<file path="config.mk">
export PLATFORM = sky130hd
export DESIGN_NAME = keypad_decoder
export DESIGN_NICKNAME = d
export VERILOG_FILES = /design/src/rtl/synth_key_pkg.sv /design/src/rtl/key_debouncer.sv /design/src/rtl/keypad_decoder.sv
export SDC_FILE = /design/constraint.sdc
export NUM_CORES = 1
export LEC_CHECK = 0
export ABC_AREA = 1
export CAP_MARGIN = 20
export CELL_PAD_IN_SITES_DETAIL_PLACEMENT = 0
export CELL_PAD_IN_SITES_GLOBAL_PLACEMENT = 1
export CORE_UTILIZATION = 35
export CTS_CLUSTER_DIAMETER = 80
export DETAILED_ROUTE_END_ITERATION = 8
export DONT_BUFFER_PORTS = 1
export PLACE_DENSITY = 0.65
export SKIP_CTS_REPAIR_TIMING = 1
export SLEW_MARGIN = 20
export SYNTH_ARGS = -nofsm -noshare
export SYNTH_HDL_FRONTEND = slang
export SYNTH_HIERARCHICAL = 1
export SYNTH_SLANG_ARGS = --single-unit
</file>
<file path="constraint.sdc">
create_clock -name clk -period 3.1 [get_ports clk]
set_input_delay 0.62 -clock clk [delete_from_list [all_inputs] [get_ports clk]]
set_output_delay 0.62 -clock clk [all_outputs]
set_load 0.05 [all_outputs]
</file>
<file path="src/rtl/synth_key_pkg.sv">
// Shared keypad/synth definitions used by the encoder, decoder and oscillator blocks.
package synth_key_pkg;

    localparam logic [3:0]  KEY_IDLE     = 4'd0;
    localparam logic [3:0]  KEY_NOTE_MAX = 4'd13;
    localparam int unsigned NUM_NOTES    = 13;

    typedef enum logic [1:0] {
        MODE_SQUARE = 2'd0,
        MODE_SAW    = 2'd1,
        MODE_TRI    = 2'd2,
        MODE_SINE   = 2'd3
    } wave_mode_e;

    // Note n (1..13) maps to bit n-1; idle or out-of-range codes give all zeros.
    function automatic logic [NUM_NOTES-1:0] note_to_onehot(input logic [3:0] note);
        logic [NUM_NOTES-1:0] oh;
        oh = '0;
        if (note != KEY_IDLE && note <= KEY_NOTE_MAX) begin
            oh[note - 4'd1] = 1'b1;
        end
        return oh;
    endfunction

endpackage

</file>
<file path="src/rtl/key_debouncer.sv">
// Holds a candidate value until it has been stable for STABLE_CYCLES edges, then accepts it.
// accept is a combinational strobe: acc takes the value of cand on this same edge.
module key_debouncer #(
    parameter int unsigned WIDTH         = 5,
    parameter int unsigned STABLE_CYCLES = 4
) (
    input  logic             clk,
    input  logic             n_rst,
    input  logic [WIDTH-1:0] din,
    output logic [WIDTH-1:0] acc,
    output logic [WIDTH-1:0] cand,
    output logic             accept
);

    localparam int unsigned      CNT_W   = $clog2(STABLE_CYCLES);
    localparam logic [CNT_W-1:0] CNT_MAX = CNT_W'(STABLE_CYCLES - 1);

    logic [WIDTH-1:0] cand_q, cand_d;
    logic [WIDTH-1:0] acc_q, acc_d;
    logic [CNT_W-1:0] cnt_q, cnt_d;

    // Restart on any change, count up to saturation, accept once the count is full.
    always_comb begin
        cand_d = cand_q;
        cnt_d  = cnt_q;
        acc_d  = acc_q;
        accept = 1'b0;
        if (din != cand_q) begin
            cand_d = din;
            cnt_d  = '0;
        end else if (cnt_q != CNT_MAX) begin
            cnt_d = cnt_q + 1'b1;
        end else if (cand_q != acc_q) begin
            acc_d  = cand_q;
            accept = 1'b1;
        end
    end

    // Debounce state registers.
    always_ff @(posedge clk or negedge n_rst) begin
        if (!n_rst) begin
            cand_q <= '0;
            cnt_q  <= '0;
            acc_q  <= '0;
        end else begin
            cand_q <= cand_d;
            cnt_q  <= cnt_d;
            acc_q  <= acc_d;
        end
    end

    assign acc  = acc_q;
    assign cand = cand_q;

endmodule

</file>
<file path="src/rtl/keypad_decoder.sv">
// Turns debounced keypad state into note on/off events, a sounding-note vector and a
// waveform-mode register advanced by the mode key.
module keypad_decoder
    import synth_key_pkg::*;
#(
    parameter int unsigned STABLE_CYCLES = 4,
    parameter int unsigned NUM_MODES     = 4,
    parameter int unsigned MODE_W        = $clog2(NUM_MODES)
) (
    input  logic                 clk,
    input  logic                 n_rst,
    input  logic [3:0]           keycode,
    input  logic                 modekey,
    output logic [NUM_NOTES-1:0] note_onehot,
    output logic                 note_valid,
    output logic                 note_on,
    output logic                 note_off,
    output logic [3:0]           note_idx,
    output logic [MODE_W-1:0]    mode,
    output logic                 mode_change
);

    localparam logic [MODE_W-1:0] MODE_LAST = MODE_W'(NUM_MODES - 1);

    typedef enum logic [1:0] {StIdle, StSounding, StPendOn} state_e;

    logic [3:0] note_in;
    logic [4:0] acc, cand;
    logic       accept;

    // Mode key masks the note code; invalid codes read as idle.
    always_comb begin
        note_in = KEY_IDLE;
        if (!modekey && keycode != KEY_IDLE && keycode <= KEY_NOTE_MAX) begin
            note_in = keycode;
        end
    end

    key_debouncer #(
        .WIDTH        (5),
        .STABLE_CYCLES(STABLE_CYCLES)
    ) u_debouncer (
        .clk   (clk),
        .n_rst (n_rst),
        .din   ({modekey, note_in}),
        .acc   (acc),
        .cand  (cand),
        .accept(accept)
    );

    state_e               state_q, state_d;
    logic [3:0]           pend_q, pend_d;
    logic [NUM_NOTES-1:0] onehot_q, onehot_d;
    logic                 on_q, on_d, off_q, off_d;
    logic [3:0]           idx_q, idx_d;
    logic [MODE_W-1:0]    mode_q, mode_d;
    logic                 mchg_q, mchg_d;

    // Event FSM and mode counter; a note-to-note switch emits off now and on next cycle.
    always_comb begin
        state_d  = state_q;
        pend_d   = pend_q;
        onehot_d = onehot_q;
        on_d     = 1'b0;
        off_d    = 1'b0;
        idx_d    = idx_q;
        mode_d   = mode_q;
        mchg_d   = 1'b0;

        if (state_q == StPendOn) begin
            on_d     = 1'b1;
            idx_d    = pend_q;
            onehot_d = note_to_onehot(pend_q);
            pend_d   = KEY_IDLE;
            state_d  = StSounding;
        end else if (accept && acc[3:0] != cand[3:0]) begin
            if (acc[3:0] == KEY_IDLE) begin
                on_d     = 1'b1;
                idx_d    = cand[3:0];
                onehot_d = note_to_onehot(cand[3:0]);
                state_d  = StSounding;
            end else begin
                off_d    = 1'b1;
                idx_d    = acc[3:0];
                onehot_d = '0;
                if (cand[3:0] == KEY_IDLE) begin
                    state_d = StIdle;
                end else begin
                    pend_d  = cand[3:0];
                    state_d = StPendOn;
                end
            end
        end

        if (accept && cand[4] && !acc[4]) begin
            mode_d = (mode_q == MODE_LAST) ? '0 : mode_q + 1'b1;
            mchg_d = 1'b1;
        end
    end

    // Output and FSM registers.
    always_ff @(posedge clk or negedge n_rst) begin
        if (!n_rst) begin
            state_q  <= StIdle;
            pend_q   <= '0;
            onehot_q <= '0;
            on_q     <= 1'b0;
            off_q    <= 1'b0;
            idx_q    <= '0;
            mode_q   <= '0;
            mchg_q   <= 1'b0;
        end else begin
            state_q  <= state_d;
            pend_q   <= pend_d;
            onehot_q <= onehot_d;
            on_q     <= on_d;
            off_q    <= off_d;
            idx_q    <= idx_d;
            mode_q   <= mode_d;
            mchg_q   <= mchg_d;
        end
    end

    assign note_onehot = onehot_q;
    assign note_valid  = |onehot_q;
    assign note_on     = on_q;
    assign note_off    = off_q;
    assign note_idx    = idx_q;
    assign mode        = mode_q;
    assign mode_change = mchg_q;

endmodule

</file>
==> results of run 1 <==
power by group:
group | switching [mW] | internal, mW | total (mW)
clock | 0.178 | 0.182 | 0.360
sequential | 0.0169 | 0.528 | 0.544
combinational | 0.0666 | 0.0326 | 0.0992
worst max-delay path: stages, from the launching register on:
cell and delay, ps:
dfrtp_1 580, nor4_1 450, nand4_1 580
sequential cells by signal (all words and copies together), names as in the netlist, 2 cells and up:
register	cells
note_onehot	13
u_debouncer/cand	5
mode	2
note_idx	4
state_q	2
u_debouncer/acc	5
u_debouncer/cnt_q	2
pend_q	4
area by class of cell:
class | instances | area (µm²)
Timing Repair Buffer | 4 | 50.0
Inverter | 32 | 120
Tap cell | 96 | 120
Sequential cell | 40 | 1000
Clock buffer | 8 | 90.1
Multi-Input combinational cell | 251 | 1210
Fill cell | 750 | 4200
synthesized netlist by cell type (all sizes together), types with 4 or more instances:
| cell type | count | share of area |
|---|---|---|
| inv | 32 | 0.049 |
| nand2 | 125 | 0.20 |
| nand4 | 21 | 0.053 |
| nor3 | 6 | 0.012 |
| o21ai | 8 | 0.016 |
| buf | 15 | 0.044 |
| nor2 | 33 | 0.062 |
| dfrtp | 40 | 0.41 |
| xnor2 | 4 | 0.014 |
| nand3 | 45 | 0.098 |
| clkbuf | 7 | 0.011 |
routing by layer:
| metal | up-vias | global-route usage |
|---|---|---|
| met5 | - | 0 |
| met4 | 0 | 0.0697 |
| met3 | 7 | 0.0414 |
| met2 | 46 | 0.309 |
| met1 | 957 | 0.226 |
| li1 | 1083 | - |
how the worst max path moves through the flow:
stage | from | end | slack (ps) | cells past startpoint
6_report | note_onehot[3]$_DFFE_PN0P_ | note_valid | 580 | 2
3_3_place_gp | keycode[1] | mode[1]$_DFFE_PN0P_ | 470 | 15
2_1_floorplan | keycode[1] | mode[1]$_DFFE_PN0P_ | 630 | 16
4_1_cts | note_onehot[3]$_DFFE_PN0P_ | note_valid | 550 | 2
3_5_place_dp | keycode[1] | mode[1]$_DFFE_PN0P_ | 380 | 15
5_1_grt | keycode[1] | mode[1]$_DFFE_PN0P_ | 510 | 15
cells by family (layout without fill, tap and decap cells):
kind of cell | count (synthesis) | in the layout | synth area share
muxes | 1 | 1 | 0.00456
xor gates and xnor gates | 5 | 5 | 0.0177
DFF | 40 | 40 | 0.406
buffers and inverters | 54 | 44 | 0.103
and+or+nand+nor | 233 | 233 | 0.437
AOI/OAI and AO/OA | 10 | 10 | 0.0213
adders and majority gates | 2 | 2 | 0.0101
==> metrics.md, run 1 <==
| Metric | Value |
|---|---|
| HPWL after DPL | 4250 µm |
| Layout Utilization | 0.382 |
| RSZ-0062 raised after global routing | no |
| Final nets | 343 |
| Port buffer count | 0 |
| Routed Antenna Nets | 0 |
| Final setup viols | 0 |
| PD cells | 387 nW/µm² |
| Slew margin rel. | 0.588 |
| Metal-1 WL | 2780 µm |
| Clock Tree Root | clkbuf_8 |
| Ys async rst share | 1.00 |
| Max-cap check violation count | 0 |
| Commonest non-fill, non-tap cell in the layout | nand2_1 |
| Post-synth EDFFs | 0 |
| Rows | 30 |
| Number of global-route vias before repair | 2169 |
| Top FF cell, synth | dfrtp_1 |
| Fin area | 2590 µm² |
| Worst Setup End Kind | output pin |
| Fin crit period | 2520 ps |
| Filler-free cell count of the finished design | 431 |
| Die area | 7390 µm² |
| RR Endpoint | mode[1]$_DFFE_PN0P_ |
| Clock latency on the worst-skew pair | 290 ps |
| Vias/cell | 4.86 |
| Area of placed instances | 2470 µm² |
| WL final | 5880 µm |
| Period utilization | 0.812 |
| Worst r2r src | u_debouncer/cand[0]$_DFFE_PN0P_ |
| Sequential share of the synthesized area | 0.406 |
| Synth Warn # | 6 |
| Post-placement setup slack | 381 ps |
| Worst Reg-to-Reg Cells | 8 |
| Cts bufs inserted | 5 |
| Drt pass-1 iters | 4 |
| Hold Path Class | input pin to async pin |
| Total track usage | 0.183 |
| Clk buf depth | 2 |
| Worst vdd ir | 0.000152 V |
| Leakage Power | 1.36 nW |
| Top sig layer | met4 |
| Initial antenna violation count | 0 |
| Placed instance count | 422 |
| Largest net degree at the start of global routing | 41 |
| Library cells used by synthesis | 29 |
| Top Ports | 30 |
| Share of cells above drive strength 1 | 0.0866 |
| Initial Utilization | 0.363 |
| Required @ worst endpoint | 2480 ps |
| First-pass GRT wire length | 10500 µm |
| Fmax | 0.397 GHz |
| Placer Congestion | 0.853 |
| Clock transition at path regs | 70 ps |
| Post-Synthesis Cells | 345 |
| Core area | 6790 µm² |
| Tot Pwr | 1.00 mW |
| Die Width | 86.0 µm |
| Final worst-path setup slack | 583 ps |
| Total Negative Setup Slacks | 0 ps |
| Startpoint Class | register |
| Critical path class | register to output pin |
| Layout area overhead | 5.07% |
| Hold Slack | 160 ps |
| DRC | 0 |
| Pins over their slew limit | 0 |
| Commonest cells after routing, fill and taps aside | nand2_1, nand3_1, dfrtp_1 |
| Cell Area, Synth | 2470 µm² |
| Worst-path fanout max | 3 |
| # diodes | 0 |
| Initial DRC count | 128 |
| #FFs+latches synth | 40 |
| Via Count | 2093 |
| Mapped Avg Cell Area | 7.15 µm² |
| Routed met2 length | 2840 µm |
| DIE HEIGHT | 86.0 µm |
| Syn Nets | 354 |
| Status | finished clean |
| Worst Tran Pin Value | 616 ps |
| Clock Skew | 5.89 ps |
| Reg2reg setup slack | 800 ps |
| TritonCTS clock tree | yes |
| Routed length per instance | 13.6 µm |
| CTS Sinks | 40 |
| DR WL met3 | 174 µm |
| Worst Path Arrival | 1900 ps |
| Grt total ovfl | 0 |
| Htree depth | 2 |
| Final hold violations | 0 |
No activity file was read; power rests on OpenSTA's default activity.
==> run 2, diff against run 1 <==
Settings changed: PLACE_DENSITY 0.65 to 0.68.
Clock period 3.1 ns to 2.3 ns, I/O delays scaled along.
==> run 2 against run 1 <==
Effect of this change:
- the flow now finishes with violations (hold timing)
- flip-flop and latch count did not move
- register-to-register slack got worse by 420 ps
- clock skew grew 6.1 ps
- hold slack got worse by 160 ps
- sequential share of layout area is 1.6 points lower
- count of clock-buffer cells in the layout decreased by 2
- global-route usage decreased by 0.86 points
- worst setup slack worse by 420 ps
- non-clock buffer count up 11
- combinational power is 53% higher
- die area did not move
- critical path type unchanged
- highest routed layer unchanged
==> metrics.md, run 2 (synthesis gave the netlist of run 1 again) <==
| Metric | Value |
|---|---|
| Status | complete, but fails checks |
| Violated checks | hold timing |
| Commonest non-fill, non-tap cell in the layout | nand2_1 |
| Worst Tran Pin Value | 515 ps (-101 ps) |
| Pins over their slew limit | 0 (unchanged) |
| Total track usage | 0.174 (-0.00856) |
| Area taken by multi-input logic gates | 1210 µm² (+0.21%) |
| Required @ worst endpoint | 1840 ps (-640 ps) |
| Placer Congestion | 0.864 (+1.3%) |
| Worst vdd ir | 0.000229 V (+51%) |
| Hold Path Class | input pin to async pin |
| Worst-path fanout max | 3 (unchanged) |
| Placed instance count | 433 (+2.6%) |
| Worst Path Arrival | 1680 ps (-220 ps) |
| Rows | 30 (unchanged) |
| Largest register FFs | 13 (unchanged) |
| Period utilization | 0.931 |
| Htree depth | 2 (unchanged) |
| DIE HEIGHT | 86.0 µm (unchanged) |
| HPWL after DPL | 4390 µm (+3.2%) |
| Critical path class | register to output pin |
| Drt pass-1 iters | 4 (unchanged) |
| Fillers | 755 (+0.67%) |
| Layout area overhead | 9.74% |
| Worst Setup End Kind | output pin |
| Leakage Power | 1.43 nW (+5.1%) |
| Fmax | 0.467 GHz |
| Post-placement setup slack | 1.24 ps (-380 ps) |
| Via Count | 2117 (+1.1%) |
| Top Ports | 30 (unchanged) |
| Hold Slack | -2.65 ps (-163 ps) |
| Total Negative Setup Slacks | 0 ps (unchanged) |
| Layout Utilization | 0.399 (+0.0169) |
| Final worst-path setup slack | 158 ps (-425 ps) |
| CTS Sinks | 40 (unchanged) |
| Tot Pwr | 1.46 mW (+45%) |
| Clock latency on the worst-skew pair | 300 ps (about the same) |
| Sequential cell area | 1000 µm² (unchanged) |
| Fin crit period | 2140 ps |
| Final hold violations | 6 (+6) |
| Number of global-route vias before repair | 2058 (-5.1%) |
| Fin area | 2710 µm² (+4.4%) |
| Initial antenna violation count | 0 (unchanged) |
| Initial Utilization | 0.363 (unchanged) |
| DRC | 0 (unchanged) |
| Filler-free cell count of the finished design | 442 (+2.6%) |
| PD cells | 538 nW/µm² (+39%) |
| Commonest cells after routing, fill and taps aside | nand2_1, nand3_1, dfrtp_1 |
| Initial DRC count | 136 (+6.3%) |
| TritonCTS clock tree | yes |
| Final setup viols | 0 (unchanged) |
| Routed Antenna Nets | 0 (unchanged) |
| Core area | 6790 µm² (unchanged) |
| Die area | 7390 µm² (unchanged) |
| Area of placed instances | 2570 µm² (+3.9%) |
| Port buffer count | 0 (unchanged) |
| Die Width | 86.0 µm (unchanged) |
| Startpoint Class | register |
| Clk buf depth | 2 (unchanged) |
| Slew margin rel. | 0.656 (+0.0683) |
| Clock transition at path regs | 80 ps (about the same) |
| Share of cells above drive strength 1 | 0.121 (+0.0348) |
| First-pass GRT wire length | 9960 µm (-4.8%) |
| Cts bufs inserted | 5 (unchanged) |
| Clock Tree Root | clkbuf_8 |
| Grt total ovfl | 0 (unchanged) |
| RSZ-0062 raised after global routing | no |
| # diodes | 0 (unchanged) |
| Final nets | 354 (+3.2%) |
| Max-cap check violation count | 0 (unchanged) |
| WL final | 5990 µm (+1.9%) |
| Vias/cell | 4.79 (-1.4%) |
| Largest net degree at the start of global routing | 41 (unchanged) |
| Routed length per instance | 13.6 µm (-0.61%) |
| Clock Skew | 11.9 ps (+6.06 ps) |
[run 2: changes by cell type in the layout (fill, tap and decap cells not counted)]
cell	delta
nor2_2	+1
bufinv_16	+1
nor2_1	-1
clkbuf_1	-1
buf_4	+10
buf_12	+1
clkinv_2	+1
clkbuf_8	-1
[run 2: power breakdown]
group	switching [mW]	internal, mW	leakage, nW
logic	0.101	0.0517	0.825
registers	0.0138	0.711	0.548
clock network	0.256	0.322	0.0552
[run 2: final cells by class]
| class | instances | area share |
|---|---|---|
| clock inverters | 2 | 0.0129 |
| multi-input cells | 251 | 0.448 |
| well taps | 96 | 0.0444 |
| clock buffers | 6 | 0.0268 |
| flip-flops and latches | 40 | 0.370 |
| inverters | 32 | 0.0444 |
| repair buffers | 15 | 0.0536 |
[run 2: final timing paths]
check / startpoint / endpoint / slack, ps / cells past startpoint
worst max-delay path: note_onehot[2]$_DFFE_PN0P_ / note_valid / 160 / 3
min in group clk: modekey / u_debouncer/cand[4]$_DFFE_PN0P_ / 190 / 0
worst max register to register: u_debouncer/acc[1]$_DFFE_PN0P_ / note_onehot[9]$_DFFE_PN0P_ / 380 / 12
worst min register to register: u_debouncer/cnt_q[1]$_DFFE_PN0P_ / u_debouncer/cnt_q[1]$_DFFE_PN0P_ / 540 / 2
max in group asynchronous: n_rst / pend_q[0]$_DFFE_PN0P_ / 2110 / 1
worst min-delay path: n_rst / note_onehot[10]$_DFFE_PN0P_ / -3 / 1
[run 2: worst max-delay path, stage by stage, from the launching register on]
cell     delay [ps]
dfrtp_1         580
nor4_1          460
nand4_1         130
buf_4           220
[run 2: layer usage]
metal | GRT usage | wire length, µm | part of all wire | vias to the layer above
met5 | 0 | 0 | 0 | -
met4 | 0.0742 | 118 | 0.020 | 0
met3 | 0.0346 | 217 | 0.036 | 8
met2 | 0.281 | 2770 | 0.46 | 54
met1 | 0.226 | 2880 | 0.48 | 952
li1 | - | - | - | 1103
==> run 3, diff against run 2 <==
Settings changed: ABC_AREA 1 to unset, PLACE_DENSITY 0.68 to 0.63, RECOVER_POWER set to 25.
==> run 3 against run 2 <==
Effect of this change:
- the run ends with capacitance limit, slew limit left
- global-route usage is 2.7 points lower
- count of clock-buffer cells in the layout is 2 higher
- worst setup slack better by 41 ps
- critical path depth stayed put
- sequential share of layout area is 4.8 points higher
- die area is 14% lower
- core utilization is 2.4 points higher
- synthesized cell count is 47% lower
- largest cell class unchanged
==> metrics.md, run 3 <==
| Metric | Value |
|---|---|
| Final setup viols | 0 (unchanged) |
| Worst-path fanout max | 3 (unchanged) |
| Post-synth top cells | dfrtp_1, mux2_4, o22ai_1, nand2_1 |
| PD cells | 542 nW/µm² (+0.89%) |
| Commonest non-fill, non-tap cell in the layout | dfrtp_1 |
| Sequential cell area | 1000 µm² (unchanged) |
| Clock Skew | 7.79 ps (-4.15 ps) |
| Layout area overhead | 13.4% |
| Layout Utilization | 0.423 (+0.0241) |
| Top FF cell, synth | dfrtp_1 |
| DRC | 0 (unchanged) |
| Leading area contributor after synthesis | dfrtp_1 |
| Die area | 6360 µm² (-14%) |
| Grt total ovfl | 0 (unchanged) |
| Placer Congestion | 0.833 (-3.6%) |
| Power share of the combinational group | 0.076 (-0.029) |
| Number of global-route vias before repair | 1439 (-30%) |
| Via Count | 1430 (-32%) |
| Internal power | 0.995 mW (-8.3%) |
| Share of power burned in registers | 0.556 (+0.058) |
| Port buffer count | 0 (unchanged) |
| DIE HEIGHT | 79.8 µm (-7.2%) |
| # diodes | 0 (unchanged) |
| Top Ports | 30 (unchanged) |
| Clock transition at path regs | 80 ps (about the same) |
| Commonest cells after routing, fill and taps aside | dfrtp_1, mux2_4, buf_4 |
| Top cell type's share of synthesized area | 0.473 (+0.0674) |
| HPWL after DPL | 3090 µm (-30%) |
| Max-cap check violation count | 1 (+1) |
| Htree depth | 2 (unchanged) |
| Part of the power in the clock network | 0.368 (-0.029) |
| #FFs+latches synth | 40 (unchanged) |
| Final hold violations | 0 (-6) |
| Post-synth EDFFs | 0 (unchanged) |
| Cts bufs inserted | 5 (unchanged) |
| Core area | 5680 µm² (-16%) |
| Total track usage | 0.148 (-0.0267) |
| Share of cells above drive strength 1 | 0.286 (+0.164) |
| CTS Sinks | 40 (unchanged) |
| Synth Warn # | 6 (unchanged) |
| Clk buf depth | 2 (unchanged) |
| P_sw | 0.306 mW (-17%) |
| Worst Setup End Kind | output pin |
| Initial Utilization | 0.373 (+0.00963) |
| Leakage Power | 1.13 nW (-21%) |
| Count leader, synth | dfrtp_1 |
| Mapped Avg Cell Area | 11.5 µm² (+61%) |
| Clock latency on the worst-skew pair | 290 ps (about the same) |
| Final nets | 204 (-42%) |
| Main area contributors after synthesis | dfrtp_1, mux2_4, mux2_2 |
| Worst Tran Pin Value | 1760 ps (+1240 ps) |
| Clock Tree Root | clkbuf_8 |
| Pins over their slew limit | 41 (+41) |
| Area taken by multi-input logic gates | 1070 µm² (-12%) |
| Worst Path Arrival | 1640 ps (-40 ps) |
| Routed Antenna Nets | 0 (unchanged) |
| Sw frac | 0.235 (-0.0191) |
| Drt pass-1 iters | 4 (unchanged) |
| Syn Nets | 193 (-45%) |
| Slew margin rel. | -0.171 (-0.828) |
| Initial DRC count | 44 (-68%) |
| Critical path class | register to output pin |
| Period utilization | 0.914 (-0.0176) |
| RSZ-0062 raised after global routing | no |
| Status | complete, but fails checks |
| Largest net degree at the start of global routing | 41 (unchanged) |
| Tot Pwr | 1.30 mW (-11%) |
| First-pass GRT wire length | 7210 µm (-28%) |
| Die Width | 79.8 µm (-7.2%) |
| TritonCTS clock tree | yes |
| Post-Synthesis Cells | 184 (-47%) |
| Rows | 27 (-10%) |
| Hold Path Class | input pin to register |
| Cell Area, Synth | 2120 µm² (-14%) |
| Largest register FFs | 13 (unchanged) |
| Fillers | 551 (-27%) |
| Library cells used by synthesis | 39 (+34%) |
| Ys async rst share | 1.00 (unchanged) |
| Initial antenna violation count | 0 (unchanged) |
| Startpoint Class | register |
| Routed length per instance | 15.8 µm (+17%) |
| Vias/cell | 5.34 (+11%) |
| Required @ worst endpoint | 1840 ps (about the same) |
| Violated checks | capacitance limit, slew limit |
| Fin crit period | 2100 ps (-40.6 ps) |
| Fmax | 0.476 GHz (+1.9%) |
| Sequential share of the synthesized area | 0.473 (+0.0674) |
| WL final | 4240 µm (-29%) |
| Worst vdd ir | 0.000202 V (-12%) |
run 3: changes by cell type after synthesis, moves of 6 or more:
| cell | before | now |
|---|---|---|
| nor2_1 | 29 | 5 |
| xor2_1 | 1 | 10 |
| mux2_4 | 0 | 14 |
| buf_2 | 6 | 0 |
| o21ai_0 | 7 | 1 |
| o22ai_1 | 0 | 13 |
| nand2_1 | 118 | 12 |
| nand3_1 | 43 | 10 |
| nand4_1 | 21 | 2 |
| buf_4 | 6 | 0 |
| inv_1 | 27 | 8 |
| mux2_2 | 1 | 8 |
run 3: stage by stage:
stage          hold WS [ps]  cells  area [µm²]  setup TNS, ps  setup slack [ps]
2_1_floorplan           164    184        2150              0              4.26
3_3_place_gp            165    259        2300           -135              -118
3_5_place_dp            165    259        2300           -650             -61.6
4_1_cts                -155    267        2390              0               177
5_1_grt                 180    268        2400              0              78.8
6_report                197    268        2400              0               199
run 3: routing by layer:
metal	GRT usage	part of all wire	vias up	wire length, µm
li1	-	-	686	-
met2	0.220	0.45	33	1930
met3	0.0491	0.058	7	247
met5	0	0	-	0
met1	0.203	0.48	704	2030
met4	0.0429	0.0099	0	42
run 3: worst max-delay path, stage by stage (launching register included):
cell     delay [ps]
dfrtp_1         590
nor4_1          410
nand4_1         140
buf_4           210
run 3: area by class of cell:
| class | count | share of cell area |
|---|---|---|
| multi-input combinational | 125 | 0.446 |
| tap | 72 | 0.0376 |
| clock buffer | 8 | 0.0376 |
| sequential | 40 | 0.417 |
| inverter | 8 | 0.0125 |
| timing repair buffer | 15 | 0.0490 |
run 3: worst paths after layout:
path	from	end	slack [ps]	cells after the start
max reg2reg	u_debouncer/cand[3]$_DFFE_PN0P_	note_idx[3]$_DFFE_PN0P_	210	9
min in group asynchronous	n_rst	note_onehot[9]$_DFFE_PN0P_	730	1
max	note_onehot[6]$_DFFE_PN0P_	note_valid	200	3
max in group asynchronous	n_rst	state_q[0]$_DFFE_PN0P_	550	1
min	modekey	u_debouncer/cand[4]$_DFFE_PN0P_	200	0
min reg2reg	state_q[0]$_DFFE_PN0P_	state_q[0]$_DFFE_PN0P_	500	1
run 3: kinds of logic after synthesis:
| logic type | count (synthesis) | synth area share |
|---|---|---|
| buffers and inverters | 19 | 0.0378 |
| xor gates and xnor gates | 15 | 0.0621 |
| and+or+nand+nor | 55 | 0.147 |
| AOI/OAI and AO/OA | 30 | 0.121 |
| DFF | 40 | 0.473 |
| muxes | 23 | 0.147 |
| adders and majority gates | 2 | 0.0118 |
run 3: power groups by stage:
stage               Clock, mW  Combinational (mW)  Sequential [mW]
floorplan                   0              0.0664            0.738
global placement            0              0.0831            0.737
detailed placement          0              0.0845            0.737
CTS                     0.499              0.0848            0.723
global route            0.523               0.112            0.724
finish                  0.479              0.0990            0.723
